`src/rtl/switch_input_ctrl.sv`:
```
// Debounced switch/button input block with a 4-register MMIO read port.
// Optional macro SWITCH_INPUT_IRQ_EN adds a registered irq = |press_latch.
module switch_input_ctrl #(
  parameter int unsigned SW_WIDTH        = 16,
  parameter int unsigned BTN_WIDTH       = 5,
  parameter int unsigned DEBOUNCE_CYCLES = 20000
) (
  input  logic                 clk,
  input  logic                 rst,
  input  logic [SW_WIDTH-1:0]  sw_in,
  input  logic [BTN_WIDTH-1:0] btn_in,
  input  logic                 io_rd,
  input  logic [1:0]           io_addr,
  output logic [31:0]          io_rdata,
  output logic                 io_rvalid
`ifdef SWITCH_INPUT_IRQ_EN
  ,
  output logic                 irq
`endif
);

  localparam int unsigned N  = SW_WIDTH + BTN_WIDTH;
  localparam int unsigned CW = $clog2(DEBOUNCE_CYCLES);
  localparam logic [CW-1:0] CNT_MAX = CW'(DEBOUNCE_CYCLES - 1);

  logic [N-1:0]         sync1_q, sync2_q;
  logic [N-1:0]         stable_q, stable_d;
  logic [CW-1:0]        cnt_q [N];
  logic [CW-1:0]        cnt_d [N];
  logic [BTN_WIDTH-1:0] btn_prev_q;
  logic [BTN_WIDTH-1:0] latch_q, latch_d;
  logic [15:0]          count_q, count_d;
  logic [31:0]          rdata_d;

  logic [SW_WIDTH-1:0]  sw_stable;
  logic [BTN_WIDTH-1:0] btn_stable;
  logic [BTN_WIDTH-1:0] rise;
  logic                 rd_latch;

  assign sw_stable  = stable_q[SW_WIDTH-1:0];
  assign btn_stable = stable_q[N-1:SW_WIDTH];
  assign rise       = btn_stable & ~btn_prev_q;
  assign rd_latch   = io_rd && (io_addr == 2'd2);

  // Any return to the stable level before acceptance restarts the count.
  always_comb begin
    stable_d = stable_q;
    for (int unsigned i = 0; i < N; i++) begin
      cnt_d[i] = '0;
      if (sync2_q[i] != stable_q[i]) begin
        if (cnt_q[i] == CNT_MAX) stable_d[i] = sync2_q[i];
        else                     cnt_d[i]    = cnt_q[i] + CW'(1);
      end
    end
  end

  // A read of addr 2 returns all latch bits, so clearing all of them clears
  // exactly what was returned; a same-cycle rise is OR'd back in (set wins).
  always_comb begin
    latch_d = (rd_latch ? '0 : latch_q) | rise;
    count_d = count_q + {15'd0, |rise};
  end

  always_comb begin
    rdata_d = '0;
    if (io_rd) begin
      case (io_addr)
        2'd0:    rdata_d[SW_WIDTH-1:0]  = sw_stable;
        2'd1:    rdata_d[BTN_WIDTH-1:0] = btn_stable;
        2'd2:    rdata_d[BTN_WIDTH-1:0] = latch_q;
        default: rdata_d[15:0]          = count_q;
      endcase
    end
  end

  always_ff @(posedge clk or negedge rst) begin
    if (!rst) begin
      sync1_q    <= '0;
      sync2_q    <= '0;
      stable_q   <= '0;
      for (int unsigned i = 0; i < N; i++) cnt_q[i] <= '0;
      btn_prev_q <= '0;
      latch_q    <= '0;
      count_q    <= '0;
      io_rdata   <= '0;
      io_rvalid  <= 1'b0;
    end else begin
      sync1_q    <= {btn_in, sw_in};
      sync2_q    <= sync1_q;
      stable_q   <= stable_d;
      for (int unsigned i = 0; i < N; i++) cnt_q[i] <= cnt_d[i];
      btn_prev_q <= btn_stable;
      latch_q    <= latch_d;
      count_q    <= count_d;
      io_rdata   <= rdata_d;
      io_rvalid  <= io_rd;
    end
  end

`ifdef SWITCH_INPUT_IRQ_EN
  always_ff @(posedge clk or negedge rst) begin
    if (!rst) irq <= 1'b0;
    else      irq <= |latch_d;
  end
`endif

endmodule

```
`config.mk`:
```
export PLATFORM = sky130hd
export DESIGN_NAME = switch_input_ctrl
export DESIGN_NICKNAME = d
export VERILOG_FILES = /design/src/rtl/switch_input_ctrl.sv
export SDC_FILE = /design/constraint.sdc
export NUM_CORES = 1
export LEC_CHECK = 0
export CAP_MARGIN = 20
export CORE_MARGIN = 3
export CORE_UTILIZATION = 50
export CTS_CLUSTER_SIZE = 20
export DETAILED_ROUTE_END_ITERATION = 7
export GPL_TIMING_DRIVEN = 0
export PLACE_DENSITY_LB_ADDON = 0.25
export SYNTH_ARGS = -nofsm -noshare
export SYNTH_HDL_FRONTEND = slang
export SYNTH_SLANG_ARGS = --single-unit
```
`constraint.sdc`:
```
create_clock -name clk -period 1.9 [get_ports clk]
set_clock_uncertainty 0.15 [all_clocks]
set_input_delay 0.475 -clock clk [delete_from_list [all_inputs] [get_ports clk]]
set_output_delay 0.475 -clock clk [all_outputs]
set_load 0.02 [all_outputs]
```
==> Yosys cells after proc, flatten, opt, wreduce, memory -nomap -nowiden <==
Index checks and enable logic that the tools add are counted.
W data, S select, Z words.
{ "op_classes": {"bitwise": 3, "add_sub_neg": 22, "reduce_logical": 25, "n_mux": 46, "eq_ne": 44} }
{ "op_table": {"columns": ["op", "count"], "rows": [
  ["$mux W15", 42],
  ["$add A15 B1 Y15 const B", 21],
  ["$eq A15 B15 Y1 const B", 21],
  ["$reduce_and A2 Y1", 21],
  ["$pmux W11 S2", 1],
  ["$ne A1 B1 Y1", 21],
  ["$add A16 B1 Y16", 1],
  ["$mux W16", 1],
  ["$pmux W5 S3", 1],
  ["$and A5 B5 Y5", 1],
  ["$mux W5", 1],
  ["$not A5 Y5", 1],
  ["$or A5 B5 Y5", 1],
  ["$reduce_or A5 Y1", 1],
  ["$eq A2 B1 Y1 const B", 1],
  ["$eq A2 B2 Y1 const B", 1],
  ["$logic_not A2 Y1", 1],
  ["$reduce_or A2 Y1", 1],
  ["$logic_and A1 B1 Y1", 1]
]} }
{ "word_totals": {"wordCells": 189, "register_bits": 421} }

==> Logic depth before layout (Yosys ltp) <==
Gate-level depths: netlist of the first run.
{ "depth": {"depth_word": 4, "depth_mapped": 8, "ltp_nobuf": 8} }

==> Least setup slack after synthesis of the first run <==
Ideal clock, no wire load.
{ "synth_path": {"kind": "register to register", "start": "register cnt_q[142] in the netlist's numbering", "end": "register stable_q[11]", "required_time_ns": 1.625, "stages_incl_launch_ff": 5, "setup_time_ns": 0.125, "path_slack_ns": -0.187, "n_path_buf": 1, "arrival_ns": 1.812, "path_cell_list": "dfrtp_1 -> buf_6 -> or4b_1 -> or4_4 -> mux2_4"} }
{ "synth_between": {"elab_chain_cells": 2} }
{ "synth_rtl": {"columns": ["item", "line_no", "text"], "rows": [
  ["from (decl)", "28", "logic [CW-1:0] cnt_q [N];"],
  ["$eq A15 B15 Y1", "51", "if (cnt_q[i] == CNT_MAX) stable_d[i] = sync2_q[i];"],
  ["$reduce_and A2 Y1 (no source line)", null, null],
  ["to (signal assigned)", "90", "stable_q <= stable_d;"],
  ["to (decl)", "27", "logic [N-1:0] stable_q, stable_d;"]
]} }
No other way between the ends.
A chain may end at the register's enable or synchronous reset.

==> flow_summary_export.csv, run 1 <==
group,metric,value,unit
sta,slew_viol_final,0,
synthesis,syn_area_per_cell,10.6,µm²
sta,max_slew_margin,45.2,%
place,placedCellCount,2354,
synthesis,synth_compound_area_share,0.718,%
floorplanning,die_y,201,µm
routing,first_pass_iters,7,
worst_setup_path,rr_startpoint,"cnt_q[147]",
sta,timing.final.crit_share,107,%
final_layout,drive_above_1_share,18.5,%
global_routing,grt_max_degree,122,
synthesis,synth_seq_cells,421,
final_layout,multi_input_comb_area,8490,µm²
sta,tightest_slew,822,ps
global_routing,grt.total_usage,17.7,%
routing,highest_layer,"met4",
clock_tree,clock-sinks,421,
place,dp_slack,-288,ps
worst_setup_path,r2r_cells,5,
final_layout,layout.cells.non_filler,2499,
global_routing,grt_remaining_overflow,0,
worst_setup_path,endpoint_kind,"flop",
routing,wl_met2,16900,µm
power_and_ir_drop,p_clk_share,45.7,%
routing,dr_total_vias,13200,
power_and_ir_drop,p_int,14600,µW
synthesis,synth.area.top_cells,"dfrtp_1, xnor2_1, nor2_1",
routing,wl,35700,µm
floorplanning,num_rows,70,
routing,dr_wl_met3,1330,µm
floorplanning,start_util,51.3,%
sta,setup_viol,119,
power_and_ir_drop,vdd_drop_max,0.000616,V
final_layout,fin_area,22800,µm²
clock_tree,worstSkewPairLatency,550,ps
sta,fin_tns_setup,-10250,ps
sta,fin_crit,2030,ps
routing,viasPerCell,5.28,
synthesis,postSynthCellCount,1792,
power_and_ir_drop,p_sw,4100,µW
worst_setup_path,crit_type,"reg2reg",
routing,dr.first_iter.drc_count,723,
power_and_ir_drop,sw_frac_of_total,22.0,%
power_and_ir_drop,p_per_area,820,nW/µm²
sta,layout_setup_ws,-134,ps
final_layout,nets,2012,
floorplanning,io_pins,59,
sta,hold_violations,105,
final_layout,n_fill_cell,2963,
final_layout,seq_area,10500,µm²
synthesis,yosysWarnings,0,
routing,drc,0,
place,placed_cell_area,20300,µm²
power_and_ir_drop,power_frac_comb,4.7,%
global_routing,antenna_found_initial,0,
synthesis,synth-edff-count,0,
place,place_hpwl,22700,µm
global_routing,grt_pass1_wl,61400,µm
synthesis,synthAdderAreaFrac,1.51,%
floorplanning,core-area,37000,µm²
clock_tree,numCtsBuffers,44,
worst_setup_path,r2r_slack,-130,ps
synthesis,yosys.area.top_type_share,55.4,%
routing,wl_per_cell,14.3,µm
place,port-buffer-count,40,
synthesis,synth_area_leader_cell,"dfrtp_1",
synthesis,synth_top_family_by_area,"simple AND/OR/NAND/NOR gates",
worst_setup_path,r2r-end,"cnt_q[143]",
clock_tree,cts_tree,"built",
synthesis,synthArstFlopShare,100,%
clock_tree,htreeDepth,2,
floorplanning,die_w,201,µm
place,gp_congestion,0.839,
worst_setup_path,crit_required,2180,ps
clock_tree,clockRootBuffer,"clkbuf_16",
status,violations,"hold timing, setup timing",
synthesis,ys.flop_type,"dfrtp_1",
worst_setup_path,cp-endpoint,"cnt_q[143]",
global_routing,first_global_vias,13000,
clock_tree,clk_path_buf_depth,3,
worst_setup_path,cp_max_fo,5,
status,outcome,"complete, but fails checks",
power_and_ir_drop,p_seq_share,49.7,%
routing,drt-met1-wl,16700,µm
floorplanning,die_area,40400,µm²
power_and_ir_drop,leakagePower,0.00964,µW
final_layout,num_antenna_cells,0,
synthesis,synth_mux_area_share,1.86,%
synthesis,synth-xor-area-share,14.1,%
sta,fmax,492,MHz
final_layout,area_delta_synth_final,19.9,%
worst_setup_path,critPathLaunch,"cnt_q[147]",
synthesis,syn_area,19000,µm²
synthesis,seq_area_frac_synth,55.4,%
worst_setup_path,cp.arrival,2310,ps
run,cap_violations,0,
synthesis,synth_cell_types,41,
sta,rsz0062_at_grt,"true",
sta,whs,-174,ps
synthesis,synth-simple-area-share,23.7,%
worst_setup_path,startpoint_type,"flop",
min_path,worstHoldPathType,"in2async",
clock_tree,clk_pin_slew,60,ps
routing,ant_nets,0,
layout make-up:
type                       instances  area share [%]
sequential                       421            46.3
multi-input combinational       1281            37.2
clock buffer                      63            5.63
timing repair buffer             117            4.96
tap                              504            2.77
buffer                            48            1.58
inverter                          50           0.823
clock inverter                    15           0.719
what timing repair did:
action,4_1_cts,5_1_grt
endpoints found under the hold margin,105,105
setup buffers,35,30
pin swaps,19,11
endpoints found under the setup margin,255,250
gates resized for setup,118,123
gates cloned,8,1
stage by stage:
step                      utilization, %  power (µW)
final                               61.5       18700
after global routing                61.5       19400
after CTS                           60.0       18900
after detailed placement            54.8       10200
after global placement              54.6       10100
after floorplan                        -        9790
synth_stat cells (all sizes together) (2+ instances only):
master  instances
a21oi           4
a22oi          11
and2           15
and3            9
and4           39
buf            32
clkbuf         23
dfrtp         421
ha             23
inv            50
mux2           21
mux4            5
nand2          91
nand2b         25
nand3         102
nand4          95
nand4b          6
nor2          342
nor2b          12
nor3           50
nor4           57
nor4b           6
nor4bb          6
o21ai           2
or3            12
or4            12
or4b            8
xnor2         173
xor2          133
placed cells by master, fill, tap and decap left out, drive strengths merged, types with 50 or more instances in the layout:
master	n
buf	109
clkbuf	82
dfrtp	421
inv	50
nand2	91
nand3	102
nand4	95
nor2	342
nor3	50
nor4	57
xnor2	173
xor2	133
per-layer routing:
metal	GRT usage, %	vias to the layer above
met5	0	-
li1	-	6440
met2	28.8	194
met4	4.97	0
met3	3.32	65
met1	24.5	6499
state kept, by name, summed over array words and instances (netlist names):
signal / flops
sync1_q: 21
io_rvalid: 1
io_rdata: 16
latch_q: 5
btn_prev_q: 5
cnt_q: 315
sync2_q: 21
count_q: 16
stable_q: 21
kinds of logic (layout without fill, tap and decap cells):
| group | count (synthesis) | count (layout) |
|---|---|---|
| AND/OR/NAND/NOR | 890 | 890 |
| AO/OA/AOI/OAI | 20 | 20 |
| flip-flops | 421 | 421 |
| other | 1 | 16 |
| XOR/XNOR | 306 | 306 |
| buffers and inverters | 105 | 293 |
| adder cells (fa/ha/maj) | 23 | 23 |
| multiplexers | 26 | 26 |
how the worst min path moves through the flow:
stage / from / end / slack, ps
2_1_floorplan: rst / btn_prev_q[0] / 30
3_3_place_gp: sync1_q[12] / sync2_q[12] / 180
3_5_place_dp: sync1_q[19] / sync2_q[19] / 180
4_1_cts: rst / cnt_q[297] / -150
5_1_grt: rst / cnt_q[297] / -100
6_report: rst / cnt_q[297] / -170
power groups by stage:
stage	sequential [µW]	combinational [µW]	clock, µW
finish	9280	871	8530
global route	9290	990	9160
CTS	9270	796	8810
detailed placement	9430	730	0
global placement	9440	698	0
floorplan	9400	395	0
critical path, cell delays in order, from the launching register on:
cell and delay [ps]:
dfrtp_1 380, or4b_4 530, or4_4 530, nand2b_4 130, buf_6 140, nor2_1 50
Note: power is estimated with default switching activity, not from simulation.
==> run 2: changes to the inputs <==
--- a/config.mk
+++ b/config.mk
@@ -11,7 +11,7 @@
 export CTS_CLUSTER_SIZE = 20
 export DETAILED_ROUTE_END_ITERATION = 7
 export GPL_TIMING_DRIVEN = 0
-export PLACE_DENSITY_LB_ADDON = 0.25
+export PLACE_DENSITY = 0.73
 export SYNTH_ARGS = -nofsm -noshare
 export SYNTH_HDL_FRONTEND = slang
 export SYNTH_SLANG_ARGS = --single-unit
==> run 2 against run 1 <==
Core utilization increased by 0.51 points. Highest routed layer is now met5. Maximum frequency about the same. Wire length rose by 3.2%. Sequential share of layout area down 0.39 points. Sequential cell count is the same. The run still ends with hold timing, setup timing left. Worst hold slack got worse by 150 ps. Non-clock buffer count is 11 higher. Clock-buffer cell count is 9 higher. Register-to-register slack is essentially flat.
==> flow_summary_export.csv, run 2 (same netlist as run 1, synthesis figures left out) <==
group,metric,value,unit
final_layout,drive_above_1_share,18.4,%
power_and_ir_drop,p_seq_share,47.9,%
global_routing,grt.total_usage,18.2,%
sta,tightest_slew,561,ps
place,port-buffer-count,40,
routing,dr_total_vias,13300,
final_layout,final_common_cell,"dfrtp_1",
sta,fin_crit,2030,ps
routing,drc,0,
floorplanning,num_rows,70,
worst_setup_path,cp_top_family,"simple AND/OR/NAND/NOR gates",
sta,rsz0062_at_grt,"true",
worst_setup_path,critPathLaunch,"cnt_q[57]",
clock_tree,numCtsBuffers,46,
routing,ant_nets,0,
worst_setup_path,path_cells,"or4bb_1 -> or4_4 -> nand2b_4 -> buf_6 -> nor2_2",
place,placed_cell_area,20300,µm²
worst_setup_path,endpoint_kind,"flop",
floorplanning,start_util,51.3,%
final_layout,area_delta_synth_final,20.9,%
routing,dr.first_iter.drc_count,868,
power_and_ir_drop,vdd_drop_max,0.000548,V
global_routing,first_global_vias,13500,
power_and_ir_drop,total_power,19400,µW
power_and_ir_drop,p_per_area,842,nW/µm²
routing,drt-met1-wl,16600,µm
power_and_ir_drop,p_clk_share,47.5,%
sta,whs,-321,ps
worst_setup_path,crit_type,"reg2reg",
sta,hold_violations,51,
clock_tree,clock-sinks,421,
clock_tree,cts_tree,"built",
worst_setup_path,crit_slowest_cell,"or4_4",
clock_tree,clockRootBuffer,"clkbuf_16",
sta,fin_tns_setup,-10610,ps
power_and_ir_drop,p_sw,4190,µW
floorplanning,die_w,201,µm
routing,first_pass_iters,6,
worst_setup_path,cp.arrival,2320,ps
clock_tree,clk_pin_slew,60,ps
sta,slew_viol_final,0,
place,placedCellCount,2355,
routing,viasPerCell,5.30,
status,outcome,"complete, but fails checks",
status,violations,"hold timing, setup timing",
sta,max_slew_margin,62.6,%
worst_setup_path,cp_max_fo,5,
worst_setup_path,crit_buf_inv,1,
final_layout,num_antenna_cells,0,
final_layout,largest_reg_flops,315,
power_and_ir_drop,sw_frac_of_total,21.6,%
routing,dr_wl_met3,1200,µm
place,gp_congestion,0.823,
power_and_ir_drop,leakagePower,0.00978,µW
global_routing,grt_max_degree,116,
min_path,worstHoldPathType,"in2async",
sta,fmax,492,MHz
final_layout,fin_util,62.0,%
final_layout,mostFrequentLayoutCells,"dfrtp_1, nor2_1, xnor2_1",
clock_tree,htreeDepth,2,
worst_setup_path,rr_startpoint,"cnt_q[57]",
routing,wl_met2,18200,µm
clock_tree,worstSkewPairLatency,560,ps
floorplanning,die_y,201,µm
final_layout,fin_area,23000,µm²
global_routing,grt_pass1_wl,63600,µm
place,place_hpwl,23400,µm
final_layout,nets,2025,
sta,timing.final.crit_share,107,%
floorplanning,die_area,40400,µm²
clock_tree,clk_path_buf_depth,3,
global_routing,antenna_found_initial,1,
floorplanning,core-area,37000,µm²
run,cap_violations,0,
final_layout,regMostFlops,"cnt_q",
routing,highest_layer,"met5",
power_and_ir_drop,p_int,15200,µW
sta,layout_setup_ws,-135,ps
final_layout,n_fill_cell,2896,
routing,wl_per_cell,14.7,µm
routing,wl,36900,µm
floorplanning,io_pins,59,
final_layout,layout.cells.non_filler,2515,
sta,setup_viol,120,
power_and_ir_drop,power_frac_comb,4.6,%
worst_setup_path,cpPeakStageDelay,560,ps
worst_setup_path,startpoint_type,"flop",
global_routing,grt_remaining_overflow,0,
worst_setup_path,crit_required,2190,ps
-- run 2: layout make-up --
type | count | area, µm² | share of cell area, %
clock inverter | 11 | 166 | 0.724
clock buffer | 72 | 1420 | 6.19
buffer | 48 | 360 | 1.57
tap | 504 | 631 | 2.74
sequential | 421 | 10500 | 45.9
multi-input combinational | 1281 | 8450 | 36.8
inverter | 50 | 188 | 0.817
timing repair buffer | 128 | 1210 | 5.29
-- run 2: power by group through the flow --
stage	Combinational, µW	Sequential [µW]	Clock (µW)
floorplan	395	9400	0
global placement	693	9440	0
detailed placement	738	9440	0
CTS	824	9270	9420
global route	1010	9300	9780
finish	887	9280	9190
-- run 2: path summary, 6_finish.rpt --
kind                                to  slack (ps)  depth (start not counted)
setup / recovery             cnt_q[58]        -130                          5
hold / removal              cnt_q[159]        -320                          1
setup reg to reg             cnt_q[58]        -130                          5
hold reg to reg            sync2_q[12]         190                          0
max in group asynchronous   cnt_q[300]         580                          3
min in group clk           sync2_q[12]         190                          0
-- run 2: per-layer routing --
metal  global-route usage, %  vias to the layer above
li1                        -                     6480
met4                    5.17                        2
met1                    24.5                     6563
met5                       0                        -
met3                    2.77                       78
met2                    31.0                      200
-- run 2: timing repair --
item / in CTS / in global routing
endpoints found under the hold margin: 51 / 51
gates cloned: 8 / 1
setup buffers: 44 / 31
pin swaps: 32 / 20
gates resized for setup: 128 / 87
endpoints found under the setup margin: 257 / 253
-- run 2: through the flow --
stage | hold slack (ps) | setup WS [ps]
2_1_floorplan | 29.4 | -100
3_3_place_gp | 186 | -17800
3_5_place_dp | 186 | -326
4_1_cts | -312 | -164
5_1_grt | -293 | -171
6_report | -321 | -135
==> run 3: changes to the inputs <==
--- a/config.mk
+++ b/config.mk
@@ -6,7 +6,7 @@
 export NUM_CORES = 1
 export LEC_CHECK = 0
 export CAP_MARGIN = 20
-export CORE_MARGIN = 3
+export CORE_MARGIN = 5
 export CORE_UTILIZATION = 50
 export CTS_CLUSTER_SIZE = 20
 export DETAILED_ROUTE_END_ITERATION = 7
==> run 3 against run 2 <==
The flow finishes with violations (setup timing). Combinational power down 1%. Core utilization down 0.67 points. Worst hold slack better by 450 ps. Maximum frequency about the same. Clock power about the same. Design area up 0.33%. Setup slack about the same. Highest routed layer is now met4.
==> flow_summary_export.csv, run 3 (same netlist as run 1, synthesis figures left out) <==
group,metric,value,unit
global_routing,grt_pass1_wl,62700,µm
floorplanning,num_rows,71,
worst_setup_path,critPathLaunch,"cnt_q[313]",
routing,drc,0,
power_and_ir_drop,total_power,19300,µW
clock_tree,htreeDepth,2,
run,cap_violations,0,
routing,wl,36700,µm
place,placedCellCount,2362,
sta,whs,130,ps
floorplanning,core-area,37600,µm²
status,violations,"setup timing",
place,placed_cell_area,20300,µm²
routing,dr.first_iter.drc_count,805,
floorplanning,die_w,205,µm
clock_tree,clock-sinks,421,
final_layout,layout.cells.non_filler,2523,
global_routing,antenna_found_initial,0,
place,port-buffer-count,40,
clock_tree,cts_tree,"built",
routing,wl_per_cell,14.5,µm
worst_setup_path,crit_type,"reg2reg",
routing,ant_nets,0,
sta,rsz0062_at_grt,"true",
power_and_ir_drop,p_per_area,839,nW/µm²
power_and_ir_drop,p_clk_share,47.5,%
clock_tree,clk_pin_slew,60,ps
final_layout,n_fill_cell,2940,
worst_setup_path,cp.arrival,2340,ps
sta,max_slew_margin,57.8,%
final_layout,num_antenna_cells,0,
final_layout,nets,2024,
sta,hold_violations,0,
min_path,worstHoldPathType,"in2async",
worst_setup_path,rr_startpoint,"cnt_q[313]",
routing,dr_total_vias,13300,
place,gp_congestion,0.825,
floorplanning,io_pins,59,
power_and_ir_drop,p_sw,4270,µW
power_and_ir_drop,sw_frac_of_total,22.1,%
clock_tree,worstSkewPairLatency,570,ps
power_and_ir_drop,vdd_drop_max,0.000578,V
sta,tightest_slew,632,ps
sta,slew_viol_final,0,
clock_tree,clk_path_buf_depth,3,
final_layout,regMostFlops,"cnt_q",
final_layout,mostFrequentLayoutCells,"dfrtp_1, nor2_1, xnor2_1",
power_and_ir_drop,power_frac_comb,4.5,%
worst_setup_path,endpoint_kind,"flop",
floorplanning,die_y,205,µm
sta,layout_setup_ws,-135,ps
place,place_hpwl,23000,µm
final_layout,area_delta_synth_final,21.3,%
place,dp_slack,-352,ps
final_layout,largest_reg_flops,315,
power_and_ir_drop,leakagePower,0.00975,µW
routing,first_pass_iters,5,
clock_tree,clockRootBuffer,"clkbuf_16",
clock_tree,numCtsBuffers,45,
floorplanning,start_util,50.6,%
status,outcome,"complete, but fails checks",
worst_setup_path,crit_required,2210,ps
global_routing,first_global_vias,13300,
worst_setup_path,cp_max_fo,5,
global_routing,grt.total_usage,17.6,%
routing,viasPerCell,5.27,
power_and_ir_drop,p_int,15100,µW
floorplanning,die_area,42000,µm²
global_routing,grt_remaining_overflow,0,
worst_setup_path,startpoint_type,"flop",
sta,setup_viol,123,
sta,timing.final.crit_share,107,%
power_and_ir_drop,p_seq_share,48.0,%
final_layout,drive_above_1_share,18.9,%
final_layout,final_common_cell,"dfrtp_1",
sta,fin_crit,2030,ps
sta,fmax,491,MHz
final_layout,fin_area,23100,µm²
global_routing,grt_max_degree,127,
run 3: metal layers:
| metal | GRT usage (%) | vias to the layer above | routed length, µm |
|---|---|---|---|
| li1 | - | 6458 | - |
| met1 | 24.0 | 6619 | 16900 |
| met2 | 29.3 | 162 | 18000 |
| met3 | 3.29 | 53 | 1200 |
| met4 | 4.33 | 0 | 654 |
| met5 | 0 | - | 0 |
run 3: final cells by class:
type	count	area [µm²]	share of cell area, %
Clock inverter	19	288	1.25
Sequential cell	421	10600	45.8
Buffer	48	375	1.63
Tap cell	511	639	2.77
Clock buffer	65	1290	5.61
Inverter	50	188	0.814
Multi-Input combinational cell	1281	8500	36.9
Timing Repair Buffer	128	1220	5.31
run 3: worst paths after layout:
path                               end  slack [ps]  depth (start not counted)
setup / recovery            cnt_q[313]        -130                          5
hold / removal               cnt_q[46]         130                          2
setup reg to reg            cnt_q[313]        -130                          5
hold reg to reg             sync2_q[9]         200                          0
max in group asynchronous   cnt_q[157]         270                          4
min in group clk           sync1_q[20]         190                          1
run 3: what timing repair did:
| item | CTS | global route |
|---|---|---|
| hold endpoints to repair | 245 | 0 |
| hold buffers | 1 | 0 |
| setup endpoints to repair | 257 | 253 |
| buffers inserted | 47 | 28 |
| pin swaps | 17 | 12 |
| gates cloned | 7 | 1 |
| gates resized for setup | 129 | 115 |
run 3: metrics by stage:
stage          utilization (%)   TNS, ps
5_1_grt                   61.4    -15460
2_1_floorplan                -     -2310
3_5_place_dp              54.1    -38970
6_report                  61.4     -9400
3_3_place_gp              53.8  -7554310
4_1_cts                   59.9     -7490
run 3: worst max-delay path, stage by stage (launching register included):
cell	delay (ps)
dfrtp_1	380
or4b_1	540
or4_4	540
nand2b_4	130
buf_8	140
nor2_1	50
run 3: power groups by stage:
stage | clock, µW | sequential [µW] | combinational, µW
3_5_place_dp | 0 | 9430 | 738
2_1_floorplan | 0 | 9400 | 395
5_1_grt | 9800 | 9300 | 1000
3_3_place_gp | 0 | 9440 | 694
4_1_cts | 9390 | 9270 | 820
6_report | 9190 | 9280 | 878
